### src/rtl/btb_ctrl_if.sv
// Fetch/execute request bundle and BTB SRAM port bundle.
// Slave side is the controller; master side is fetch, execute and SRAM.
interface btb_ctrl_if #(
  parameter int IDX_W = 8
);
  logic             flush;
  logic             lkp_valid;
  logic [31:0]      lkp_pc;
  logic             pred_valid;
  logic             pred_hit;
  logic [31:0]      pred_target;
  logic             upd_valid;
  logic [31:0]      upd_pc;
  logic [31:0]      upd_target;
  logic             upd_taken;
  logic             sram_csb0;
  logic [IDX_W-1:0] sram_addr0;
  logic [31:0]      sram_din0;
  logic             sram_csb1;
  logic [IDX_W-1:0] sram_addr1;
  logic [31:0]      sram_dout1;

  modport slave (
    input  flush,
    input  lkp_valid,
    input  lkp_pc,
    output pred_valid,
    output pred_hit,
    output pred_target,
    input  upd_valid,
    input  upd_pc,
    input  upd_target,
    input  upd_taken,
    output sram_csb0,
    output sram_addr0,
    output sram_din0,
    output sram_csb1,
    output sram_addr1,
    input  sram_dout1
  );

  modport master (
    output flush,
    output lkp_valid,
    output lkp_pc,
    input  pred_valid,
    input  pred_hit,
    input  pred_target,
    output upd_valid,
    output upd_pc,
    output upd_target,
    output upd_taken,
    input  sram_csb0,
    input  sram_addr0,
    input  sram_din0,
    input  sram_csb1,
    input  sram_addr1,
    output sram_dout1
  );
endinterface

### src/rtl/btb_ctrl.sv
// Direct-mapped branch target buffer controller: valid bits in flops,
// tag/offset entries in an external SRAM with one-cycle write forwarding.
module btb_ctrl #(
  parameter int IDX_W = 8,
  parameter int TAG_W = 10,
  parameter int OFS_W = 22
) (
  input logic        clk,
  input logic        rst_n,
  btb_ctrl_if.slave  bus
);
  localparam int TAG_LSB = IDX_W + 2;
  localparam int TAG_MSB = IDX_W + TAG_W + 1;
  localparam int REG_LSB = OFS_W + 2;
  localparam int REG_W   = 32 - REG_LSB;
  localparam int NENT    = 1 << IDX_W;

  logic [NENT-1:0]  valid_q, valid_d;
  logic             lkp_v_q, lkp_v_d;
  logic [IDX_W-1:0] lkp_idx_q, lkp_idx_d;
  logic [TAG_W-1:0] lkp_tag_q, lkp_tag_d;
  logic [REG_W-1:0] lkp_reg_q, lkp_reg_d;
  logic             fwd_v_q, fwd_v_d;
  logic [IDX_W-1:0] fwd_idx_q, fwd_idx_d;
  logic [31:0]      fwd_ent_q, fwd_ent_d;

  logic [IDX_W-1:0] lkp_idx;
  logic [IDX_W-1:0] upd_idx;
  logic [31:0]      upd_ent;
  logic             same_reg;
  logic             upd_ok;
  logic             alloc;
  logic             inval;
  logic [31:0]      entry;
  logic             hit;
  logic             unused_bits;

  assign lkp_idx  = bus.lkp_pc[TAG_LSB-1:2];
  assign upd_idx  = bus.upd_pc[TAG_LSB-1:2];
  assign upd_ent  = {bus.upd_pc[TAG_MSB:TAG_LSB],
                     bus.upd_target[OFS_W+1:2]};
  assign same_reg = bus.upd_target[31:REG_LSB]
                 == bus.upd_pc[31:REG_LSB];
  assign upd_ok   = rst_n & bus.upd_valid & ~bus.flush;
  assign alloc    = upd_ok & bus.upd_taken & same_reg;
  assign inval    = upd_ok & ~alloc;

  assign unused_bits = ^{bus.lkp_pc, bus.upd_pc, bus.upd_target};

  always_comb begin
    valid_d   = valid_q;
    lkp_v_d   = bus.lkp_valid;
    lkp_idx_d = lkp_idx;
    lkp_tag_d = bus.lkp_pc[TAG_MSB:TAG_LSB];
    lkp_reg_d = bus.lkp_pc[31:REG_LSB];
    fwd_v_d   = alloc;
    fwd_idx_d = upd_idx;
    fwd_ent_d = upd_ent;
    if (bus.flush) begin
      valid_d = '0;
    end else if (alloc) begin
      valid_d[upd_idx] = 1'b1;
    end else if (inval) begin
      valid_d[upd_idx] = 1'b0;
    end
  end

  always_ff @(posedge clk) begin
    if (!rst_n) begin
      valid_q   <= '0;
      lkp_v_q   <= 1'b0;
      lkp_idx_q <= '0;
      lkp_tag_q <= '0;
      lkp_reg_q <= '0;
      fwd_v_q   <= 1'b0;
      fwd_idx_q <= '0;
      fwd_ent_q <= '0;
    end else begin
      valid_q   <= valid_d;
      lkp_v_q   <= lkp_v_d;
      lkp_idx_q <= lkp_idx_d;
      lkp_tag_q <= lkp_tag_d;
      lkp_reg_q <= lkp_reg_d;
      fwd_v_q   <= fwd_v_d;
      fwd_idx_q <= fwd_idx_d;
      fwd_ent_q <= fwd_ent_d;
    end
  end

  // SRAM array lags the write by one edge; the held update covers it
  always_comb begin
    entry = bus.sram_dout1;
    if (fwd_v_q && fwd_idx_q == lkp_idx_q) begin
      entry = fwd_ent_q;
    end
    hit = lkp_v_q & valid_q[lkp_idx_q]
        & (entry[31:OFS_W] == lkp_tag_q);
  end

  assign bus.pred_valid  = lkp_v_q;
  assign bus.pred_hit    = hit;
  assign bus.pred_target = hit
    ? {lkp_reg_q, entry[OFS_W-1:0], 2'b00} : '0;

  assign bus.sram_csb0  = ~alloc;
  assign bus.sram_addr0 = upd_idx;
  assign bus.sram_din0  = upd_ent;
  assign bus.sram_csb1  = ~(rst_n & bus.lkp_valid);
  assign bus.sram_addr1 = lkp_idx;
endmodule

### src/flat_wrapper.sv
// flat-port wrapper written by rule: the top's interface ports become plain ports
module btb_ctrl_flat 
#(
  parameter int IDX_W = 8,
  parameter int TAG_W = 10,
  parameter int OFS_W = 22
)
  (clk, rst_n, bus_flush, bus_lkp_valid, bus_lkp_pc, bus_pred_valid, bus_pred_hit, bus_pred_target, bus_upd_valid, bus_upd_pc, bus_upd_target, bus_upd_taken, bus_sram_csb0, bus_sram_addr0, bus_sram_din0, bus_sram_csb1, bus_sram_addr1, bus_sram_dout1);
  btb_ctrl_if #(.IDX_W(IDX_W)) bus_i ();
  input logic clk;
  input logic rst_n;
  input wire logic [$bits(bus_i.flush)-1:0] bus_flush;
  input wire logic [$bits(bus_i.lkp_valid)-1:0] bus_lkp_valid;
  input wire logic [$bits(bus_i.lkp_pc)-1:0] bus_lkp_pc;
  output wire logic [$bits(bus_i.pred_valid)-1:0] bus_pred_valid;
  output wire logic [$bits(bus_i.pred_hit)-1:0] bus_pred_hit;
  output wire logic [$bits(bus_i.pred_target)-1:0] bus_pred_target;
  input wire logic [$bits(bus_i.upd_valid)-1:0] bus_upd_valid;
  input wire logic [$bits(bus_i.upd_pc)-1:0] bus_upd_pc;
  input wire logic [$bits(bus_i.upd_target)-1:0] bus_upd_target;
  input wire logic [$bits(bus_i.upd_taken)-1:0] bus_upd_taken;
  output wire logic [$bits(bus_i.sram_csb0)-1:0] bus_sram_csb0;
  output wire logic [$bits(bus_i.sram_addr0)-1:0] bus_sram_addr0;
  output wire logic [$bits(bus_i.sram_din0)-1:0] bus_sram_din0;
  output wire logic [$bits(bus_i.sram_csb1)-1:0] bus_sram_csb1;
  output wire logic [$bits(bus_i.sram_addr1)-1:0] bus_sram_addr1;
  input wire logic [$bits(bus_i.sram_dout1)-1:0] bus_sram_dout1;
  assign bus_i.flush = bus_flush;
  assign bus_i.lkp_valid = bus_lkp_valid;
  assign bus_i.lkp_pc = bus_lkp_pc;
  assign bus_pred_valid = bus_i.pred_valid;
  assign bus_pred_hit = bus_i.pred_hit;
  assign bus_pred_target = bus_i.pred_target;
  assign bus_i.upd_valid = bus_upd_valid;
  assign bus_i.upd_pc = bus_upd_pc;
  assign bus_i.upd_target = bus_upd_target;
  assign bus_i.upd_taken = bus_upd_taken;
  assign bus_sram_csb0 = bus_i.sram_csb0;
  assign bus_sram_addr0 = bus_i.sram_addr0;
  assign bus_sram_din0 = bus_i.sram_din0;
  assign bus_sram_csb1 = bus_i.sram_csb1;
  assign bus_sram_addr1 = bus_i.sram_addr1;
  assign bus_i.sram_dout1 = bus_sram_dout1;
  btb_ctrl #(.IDX_W(IDX_W), .TAG_W(TAG_W), .OFS_W(OFS_W)) u_core (.clk(clk), .rst_n(rst_n), .bus(bus_i));
endmodule
### config.mk
export PLATFORM = sky130hd
export DESIGN_NAME = btb_ctrl_flat
export DESIGN_NICKNAME = d
export VERILOG_FILES = /design/src/rtl/btb_ctrl_if.sv /design/src/rtl/btb_ctrl.sv /design/src/flat_wrapper.sv
export SDC_FILE = /design/constraint.sdc
export NUM_CORES = 1
export LEC_CHECK = 0
export BUFFER_PORTS_ARGS = -buffer_cell sky130_fd_sc_hd__buf_2
export CAP_MARGIN = 30
export CORE_MARGIN = 4
export CORE_UTILIZATION = 52
export CTS_CLUSTER_SIZE = 30
export DETAILED_ROUTE_END_ITERATION = 7
export PLACE_DENSITY = 0.84
export SLEW_MARGIN = 10
export SYNTH_ARGS = -nofsm -noshare
export SYNTH_HDL_FRONTEND = slang
export SYNTH_SLANG_ARGS = --single-unit
### constraint.sdc
create_clock -name clk -period 2.5 [get_ports clk]
set_input_delay 0.375 -clock clk [delete_from_list [all_inputs] [get_ports clk]]
set_output_delay 0.375 -clock clk [all_outputs]
set_load 0.05 [all_outputs]
==> results of run 1 <==
[stage by stage]
| stage | total power (uW) | area, um^2 | TNS (ns) | util |
|---|---|---|---|---|
| after global placement | 6370 | 17200 | -17.19 | 0.580 |
| after global routing | 11500 | 18900 | -38.66 | 0.635 |
| after floorplan | 6070 | 15900 | -11.00 | - |
| after detailed placement | 6390 | 17200 | -20.17 | 0.580 |
| after CTS | 11200 | 18800 | -33.11 | 0.632 |
| final | 11300 | 18900 | -36.87 | 0.635 |
[final timing paths]
path | start | to | slack [ns] | depth (start not counted)
worst max register to register | flop | flop | 1.70 | 2
worst max-delay path | u_core.lkp_idx_q[0]$_SDFF_PN0_ | bus_pred_target[17] | -1.34 | 14
worst min register to register | flop | flop | 0.47 | 2
worst min-delay path | bus_lkp_pc[19] | u_core.lkp_tag_q[9]$_SDFF_PN0_ | -0.001 | 2
[layer usage]
metal | up-vias | routed length (um) | GRT usage
met5 | - | 0 | 0
li1 | 6593 | - | -
met4 | 0 | 4790 | 0.218
met1 | 7271 | 18400 | 0.386
met2 | 1422 | 25700 | 0.518
met3 | 390 | 8330 | 0.0817
[area by class of cell]
| class | instances | share of cell area |
|---|---|---|
| multi-input combinational | 1219 | 0.438 |
| sequential | 324 | 0.344 |
| timing repair buffer | 327 | 0.133 |
| clock buffer | 49 | 0.0489 |
| tap | 390 | 0.0259 |
| clock inverter | 9 | 0.00670 |
| inverter | 14 | 0.00278 |
| antenna | 5 | 0.000663 |
[logic make-up (layout without fill, tap and decap cells)]
kind of cell	count (synthesis)	in the layout
AOI/OAI and AO/OA	498	498
other	1	7
muxes	134	134
and+or+nand+nor	552	552
xor gates and xnor gates	33	33
buffers and inverters	236	399
DFF	324	324
[synthesized netlist by cell type (2+ instances only)]
library cell / instances / area [um^2]
a2111oi_0: 3 / 26.3
a2111oi_2: 2 / 30.0
a211oi_1: 3 / 22.5
a21oi_1: 237 / 1190
a22oi_1: 3 / 22.5
a31oi_1: 3 / 18.8
and2_1: 68 / 425
buf_1: 3 / 11.3
buf_12: 4 / 80.1
buf_2: 19 / 95.1
buf_4: 54 / 405
buf_6: 7 / 78.8
buf_8: 4 / 60.1
clkbuf_1: 131 / 492
dfxtp_1: 324 / 6490
inv_1: 14 / 52.6
mux2_2: 6 / 67.6
mux2i_1: 69 / 691
mux4_2: 58 / 1310
nand2_1: 59 / 221
nand2b_1: 12 / 75.1
nand3_1: 250 / 1250
nand3b_1: 2 / 15.0
nand4_1: 8 / 50.1
nor2_1: 65 / 244
nor2b_1: 18 / 113
nor3_1: 22 / 110
nor3_2: 29 / 290
nor3b_1: 3 / 22.5
nor4_1: 8 / 50.1
o2111ai_1: 3 / 26.3
o21ai_0: 235 / 1180
xnor2_1: 9 / 78.8
xor2_1: 24 / 210
[worst max-delay path, cell delays in order (launching register included)]
cell      delay, ns
dfxtp_4        0.43
buf_6          0.13
xnor2_4        0.11
nand4_1        0.12
buf_4          0.17
nor3_4         0.19
buf_12         0.14
mux2i_1        0.20
xor2_1         0.17
buf_4          0.16
nand4b_4       0.14
buf_12         0.16
buf_12         0.16
nor3_4         0.30
buf_4          0.26
[timing repair]
action | CTS | global route
buffers inserted | 6 | 4
pin swaps | 6 | 9
hold buffers | 7 | 0
cloned | 4 | 0
resized for setup | 77 | 6
endpoints found under the setup margin | 31 | 31
hold endpoints to repair | 7 | 0
[power by group through the flow]
stage,Combinational [uW],Sequential [uW],Clock [uW]
global route,1170,5260,5080
floorplan,710,5360,0
CTS,1080,5260,4870
detailed placement,1020,5370,0
global placement,1010,5370,0
finish,1120,5260,4900
==> summary.txt, run 1 <==
Timing
  – RSZ-0062 raised after global routing: yes
  – Final Critical Period: slightly below 4 ns
  – Final Max Slew Viols: 0
  – Slew HR: 0.318
  – Measured slew at the worst slew-check pin: between 1 and 1.5 ns
  – Fmax: roughly 260 MHz
  – Layout Skew: 0 ns
  – Hold Slack: -0.00146 ns
  – Final Cycle Share: 1.54
  – Finish-stage setup viols: 31
  – Hold Fails Final Rpt: 1
  – Final worst slack: -1.34 ns

Drt
  – Vias per cell: ~6.7
  – Post-route ant nets: 0
  – Post-Route WL: between 50,000 and 60,000 um
  – Via count: approximately 16,000
  – Initial DRC count: between 2,000 and 3,000
  – Remaining DRCs: 15
  – Routed len/inst: 24.5 um
  – First-pass iteration count of the detailed router: 8

Final layout
  – Most common cell after layout, fill and taps aside: dfxtp_1
  – Final Non-Filler Cells: ~2,300
  – FF/Latch Area: roughly 6500 um^2
  – Proportion of layout cells with a drive suffix above 1: 0.254
  – Nets: just over 2,000
  – Area grow syn2layout: 20.1%
  – Multi-input logic area: ~8300 um^2
  – Commonest cells after routing, fill and taps aside: dfxtp_1, nand3_1, a21oi_1
  – Filler instances: 2,179

Clock network
  – Clock buffer count from CTS: 31
  – Root buffer cell: clkbuf_16
  – Clk_lat worst skew: 0.56 ns
  – CTS tree: built
  – Clock slew at reported path FFs: ~0.07 ns
  – Max Root-Sink Buffers: 3
  – TritonCTS Sinks: between 300 and 400
  – H-tree depth: 1

Critical path
  – WP data required: 2.12 ns
  – Arr. time, crit path: approximately 3.5 ns
  – Maximum fanout along the worst path: 11
  – Critical Path Sink Type: output pin
  – Critical setup path kind: reg -> out
  – Crit path launch type: flop

Die
  – IO Pins: between 200 and 250
  – Chip height: between 150 and 200 um
  – Die ar.: around 33,000 um^2
  – Initial Util: 0.529
  – # rows: 63
  – CORE AREA: approximately 30,000 um^2
  – Die Wd: ~180 um

Run
  – Max_cap viols: 0

Global routing
  – Initial antenna violation count: 5
  – Vias in the first global route: around 15,000
  – First-pass GRT wire length: approximately 86,000 um
  – GRT Total Usage: 0.325
  – Largest net degree at the start of global routing: around 190
  – Gr ovfl total: 0

Power
  – Clock power frac: 0.434
  – Seq pwr share: 0.466
  – Sw Ratio: 0.253
  – Comb pwr share: 0.100
  – Static Leak: ~0.0065 uW
  – Pwr dens: roughly 600 nW/um^2
  – Worst VDD drop: approximately 520 uV
  – Internal power component: between 8000 and 9000 uW
  – Switching power total: 2850 uW

Synth
  – Post-synthesis simple-gate area fraction: 0.188
  – Seq/Total Area, Yosys: 0.413
  – Synth Area in Adders: 0
  – Synth async-reset ratio: 0
  – Yosys reg bits: 324
  – Post-synth EDFFs: 0
  – Complex-gate fraction of the synthesized area: 0.166
  – Cell count after synthesis: ~1,800
  – Multiplexer area fraction after synthesis: 0.133
  – Yosys warns: 0
  – Mean post-synth cell area: about 8.8 um^2
  – Area of the mapped netlist: 15,700 um^2
  – Synth Flop Type: dfxtp_1
  – Post-Synth XOR/XNOR Area: 0.0184
  – Yosys cell types: 53
  – Main combinational cell family by area after synthesis: simple AND/OR/NAND/NOR gates

Worst hold path
  – Worst hold path class: in -> reg

Placement
  – Post-DP HPWL: 34,700 um
  – Port bufs: between 200 and 250
  – Final GP Congestion: 0.957
  – Pre-CTS WS: -0.687 ns
  – Placed Cells incl. Taps: 2,253

Run status
  – Failing checks: design-rule violations, negative hold slack, negative setup slack
  – Status: complete, but fails checks
Note: power is estimated with default switching activity, not from simulation.
==> inputs of run 2 (changes only) <==
--- a/config.mk
+++ b/config.mk
@@ -7,6 +7,7 @@
 export LEC_CHECK = 0
 export BUFFER_PORTS_ARGS = -buffer_cell sky130_fd_sc_hd__buf_2
 export CAP_MARGIN = 30
+export CORE_ASPECT_RATIO = 1.2
 export CORE_MARGIN = 4
 export CORE_UTILIZATION = 52
 export CTS_CLUSTER_SIZE = 30
==> constraint.sdc (replaced) <==
create_clock -name clk -period 2.5 [get_ports clk]
set_input_delay 0.375 -clock clk [delete_from_list [all_inputs] [get_ports clk]]
set_output_delay 0.375 -clock clk [all_outputs]
set_load 0.005 [all_outputs]
==> run 2 against run 1 <==
- the run ends with design-rule violations, negative setup slack left
- design area shrank 1.7%
- non-clock buffer count is 16 higher
- sequential share of layout area grew 0.60 points
- clock-buffer cell count shrank 10
- final cell count increased by 0.26%
==> summary.txt, run 2 (synthesized netlist as in run 1, its figures left out) <==
Run status
  – Status: complete, but fails checks (unchanged)
  – Failing checks: design-rule violations, negative setup slack (was design-rule violations, negative hold slack, negative setup slack)

Drt
  – Via count: 15,522 (was 15,676)
  – Remaining DRCs: 14 (was 15)
  – Initial DRC count: 2,386 (was 2,739)
  – Post-Route WL: 55,500 um (was 57,300 um)
  – Routed len/inst: 23.7 um (was 24.5 um)
  – First-pass iteration count of the detailed router: 8 (unchanged)
  – Post-route ant nets: 0 (unchanged)
  – Vias per cell: 6.62 (was 6.71)

Clock network
  – TritonCTS Sinks: 324 (unchanged)
  – Clk_lat worst skew: 0.58 ns (was 0.56 ns)
  – H-tree depth: 1 (unchanged)
  – CTS tree: built (unchanged)
  – Clock buffer count from CTS: 31 (unchanged)
  – Max Root-Sink Buffers: 3 (unchanged)
  – Root buffer cell: clkbuf_16 (unchanged)
  – Clock slew at reported path FFs: 0.06 ns (was 0.07 ns)

Final layout
  – FF/Latch Area: 6500 um^2 (about the same)
  – Most common cell after layout, fill and taps aside: dfxtp_1 (unchanged)
  – Commonest cells after routing, fill and taps aside: dfxtp_1, nand3_1, a21oi_1, o21ai_0, buf_2 (was dfxtp_1, nand3_1, a21oi_1)
  – Area grow syn2layout: 18.1% (was 20.1%)
  – Filler instances: 2,288 (was 2,179)
  – Proportion of layout cells with a drive suffix above 1: 0.263 (was 0.254)
  – Final Non-Filler Cells: 2,343 (was 2,337)
  – Multi-input logic area: 8120 um^2 (was 8260 um^2)
  – Nets: 2,067 (was 2,051)

Global routing
  – Top Usage Layer GRT: met2 (unchanged)
  – Initial antenna violation count: 1 (was 5)
  – Gr ovfl total: 0 (unchanged)
  – Met1 Use GR: 0.385 (was 0.386)
  – Met2 Use GR: 0.513 (was 0.518)
  – Vias in the first global route: 15,191 (was 15,321)
  – First-pass GRT wire length: 85,000 um (was 86,200 um)
  – GRT Total Usage: 0.320 (was 0.325)
  – Met3 Usage GRT: 0.0765 (was 0.0817)
  – Largest net degree at the start of global routing: 78 (was 191)

Power
  – Worst VDD drop: 687 uV (was 524 uV)
  – Pwr dens: 575 nW/um^2 (was 598 nW/um^2)
  – Switching power total: 2630 uW (was 2850 uW)
  – Clock power frac: 0.416 (was 0.434)
  – Internal power component: 8030 uW (was 8430 uW)
  – Seq pwr share: 0.493 (was 0.466)
  – Comb pwr share: 0.091 (was 0.100)
  – Sw Ratio: 0.247 (was 0.253)
  – Static Leak: 0.00644 uW (was 0.00650 uW)

Critical path
  – Crit path launch type: flop (unchanged)
  – Maximum fanout along the worst path: 12 (was 11)
  – Worst Reg2Reg Path Length in Cells: 2 (unchanged)
  – Crit-path max cell delay: 0.37 ns (was 0.43 ns)
  – WP data required: 2.12 ns (about the same)
  – Critical Path Sink Type: output pin (unchanged)
  – Critical setup path kind: reg -> out (unchanged)
  – Cell Chain, Critical Path: buf_6, buf_6, xnor2_2, nand4_1, nor3_4, buf_4, buf_6, mux2i_2, o21ai_1, nand4b_4, buf_12, nor3_2, buf_2 (was buf_6, xnor2_4, nand4_1, buf_4, nor3_4, buf_12, mux2i_1, xor2_1, buf_4, nand4b_4, buf_12, buf_12, nor3_4, buf_4)
  – Crit-path most repeated cell: buf_6
  – Crit path from: u_core.lkp_idx_q[0]$_SDFF_PN0_ (unchanged)
  – Slowest cell on crit path: dfxtp_4 (unchanged)
  – Arr. time, crit path: 3.22 ns (was 3.47 ns)
  – Crit path to: bus_pred_target[16] (was bus_pred_target[17])
  – Worst R2R Setup Slack: 1.71 ns (was 1.70 ns)

Timing
  – TNS Setup: -31.98 ns (was -36.87 ns)
  – Layout Skew: 0 ns (unchanged)
  – Final Critical Period: 3.59 ns (was 3.84 ns)
  – Final worst slack: -1.09 ns (was -1.34 ns)
  – Fmax: 278 MHz (was 260 MHz)
  – Final Max Slew Viols: 0 (unchanged)
  – Hold Slack: 0.0136 ns (was -0.00146 ns)
  – Slew HR: 0.458 (was 0.318)
  – RSZ-0062 raised after global routing: yes (unchanged)
  – Finish-stage setup viols: 31 (unchanged)
  – Measured slew at the worst slew-check pin: 0.811 ns (was 1.02 ns)
  – Hold Fails Final Rpt: 0 (was 1)
  – Final Cycle Share: 1.44 (was 1.54)

Die
  – Initial Util: 0.529 (about the same)
  – Die ar.: 33,100 um^2 (about the same)
  – # rows: 69 (was 63)
  – IO Pins: 218 (unchanged)
  – CORE AREA: 29,700 um^2 (about the same)
  – Die Wd: 167 um (was 182 um)
  – Chip height: 198 um (was 182 um)

Run
  – Max_cap viols: 0 (unchanged)

Placement
  – Port bufs: 201 (unchanged)
  – Post-DP HPWL: 35,000 um (was 34,700 um)
  – Final GP Congestion: 0.984 (was 0.957)
  – Placed Cells incl. Taps: 2,273 (was 2,253)

Worst hold path
  – Worst hold path class: in -> reg (unchanged)
run 2: cell types whose count changed in the layout (fill, tap and decap cells not counted), moves of 4 or more:
cell / previous run / this run
buf_12: 21 / 27
clkbuf_1: 10 / 6
buf_2: 170 / 201
buf_4: 94 / 103
nor3_4: 31 / 5
nor3_2: 8 / 35
clkbuf_8: 8 / 2
buf_6: 30 / 8
dlygate4sd3_1: 7 / 2
run 2: critical path: cells and delay by family, from the launching register on:
family | cells | cell delay, ns
AND/OR/NAND/NOR | 4 | 0.93
buffers and inverters | 6 | 0.86
flip-flops | 1 | 0.37
multiplexers | 1 | 0.23
XOR/XNOR | 1 | 0.14
AO/OA/AOI/OAI | 1 | 0.10
run 2: worst min path at each step:
stage                                  from                        endpoint  cells after the start
after detailed placement               flop                            flop                      2
after floorplan                        flop                            flop                      2
after global routing      bus_upd_target[9]  u_core.fwd_ent_q[7]$_SDFF_PN0_                      2
after CTS                    bus_lkp_pc[18]  u_core.lkp_tag_q[8]$_SDFF_PN0_                      2
final                        bus_lkp_pc[28]  u_core.lkp_reg_q[4]$_SDFF_PN0_                      2
after global placement                 flop                            flop                      2
run 2: power groups by stage:
stage	registers (uW)	logic (uW)	clock network (uW)
4_1_cts	5260	929	4440
3_3_place_gp	5370	848	0
3_5_place_dp	5370	862	0
2_1_floorplan	5360	537	0
6_report	5260	966	4440
5_1_grt	5260	1010	4630
run 2: what timing repair did:
action,in CTS,in global routing
buffers inserted,13,1
hold buffers,1,1
pin swaps,7,2
endpoints found under the hold margin,1,1
gates resized for setup,36,2
endpoints found under the setup margin,31,31
gates cloned,1,0
run 2: metrics by stage:
step | total power, uW | util | setup WS (ns) | cell area [um^2]
global route | 10900 | 0.625 | -1.17 | 18600
CTS | 10600 | 0.624 | -0.972 | 18500
detailed placement | 6240 | 0.582 | -0.511 | 17300
floorplan | 5890 | - | -0.0152 | 15700
global placement | 6220 | 0.582 | -0.453 | 17300
finish | 10700 | 0.625 | -1.09 | 18600
run 2: per-layer routing:
layer / wire length, um / part of all wire / vias to the layer above
li1: - / - / 6602
met1: 18900 / 0.34 / 7266
met2: 25000 / 0.45 / 1299
met3: 6880 / 0.12 / 355
met4: 4610 / 0.083 / 0
met5: 0 / 0 / -
run 2: layout make-up:
cell class	instances	area share
tap	390	0.0263
clock inverter	12	0.00533
multi-input combinational	1219	0.437
timing repair buffer	343	0.133
antenna	2	0.000270
clock buffer	39	0.0445
inverter	14	0.00283
sequential	324	0.350
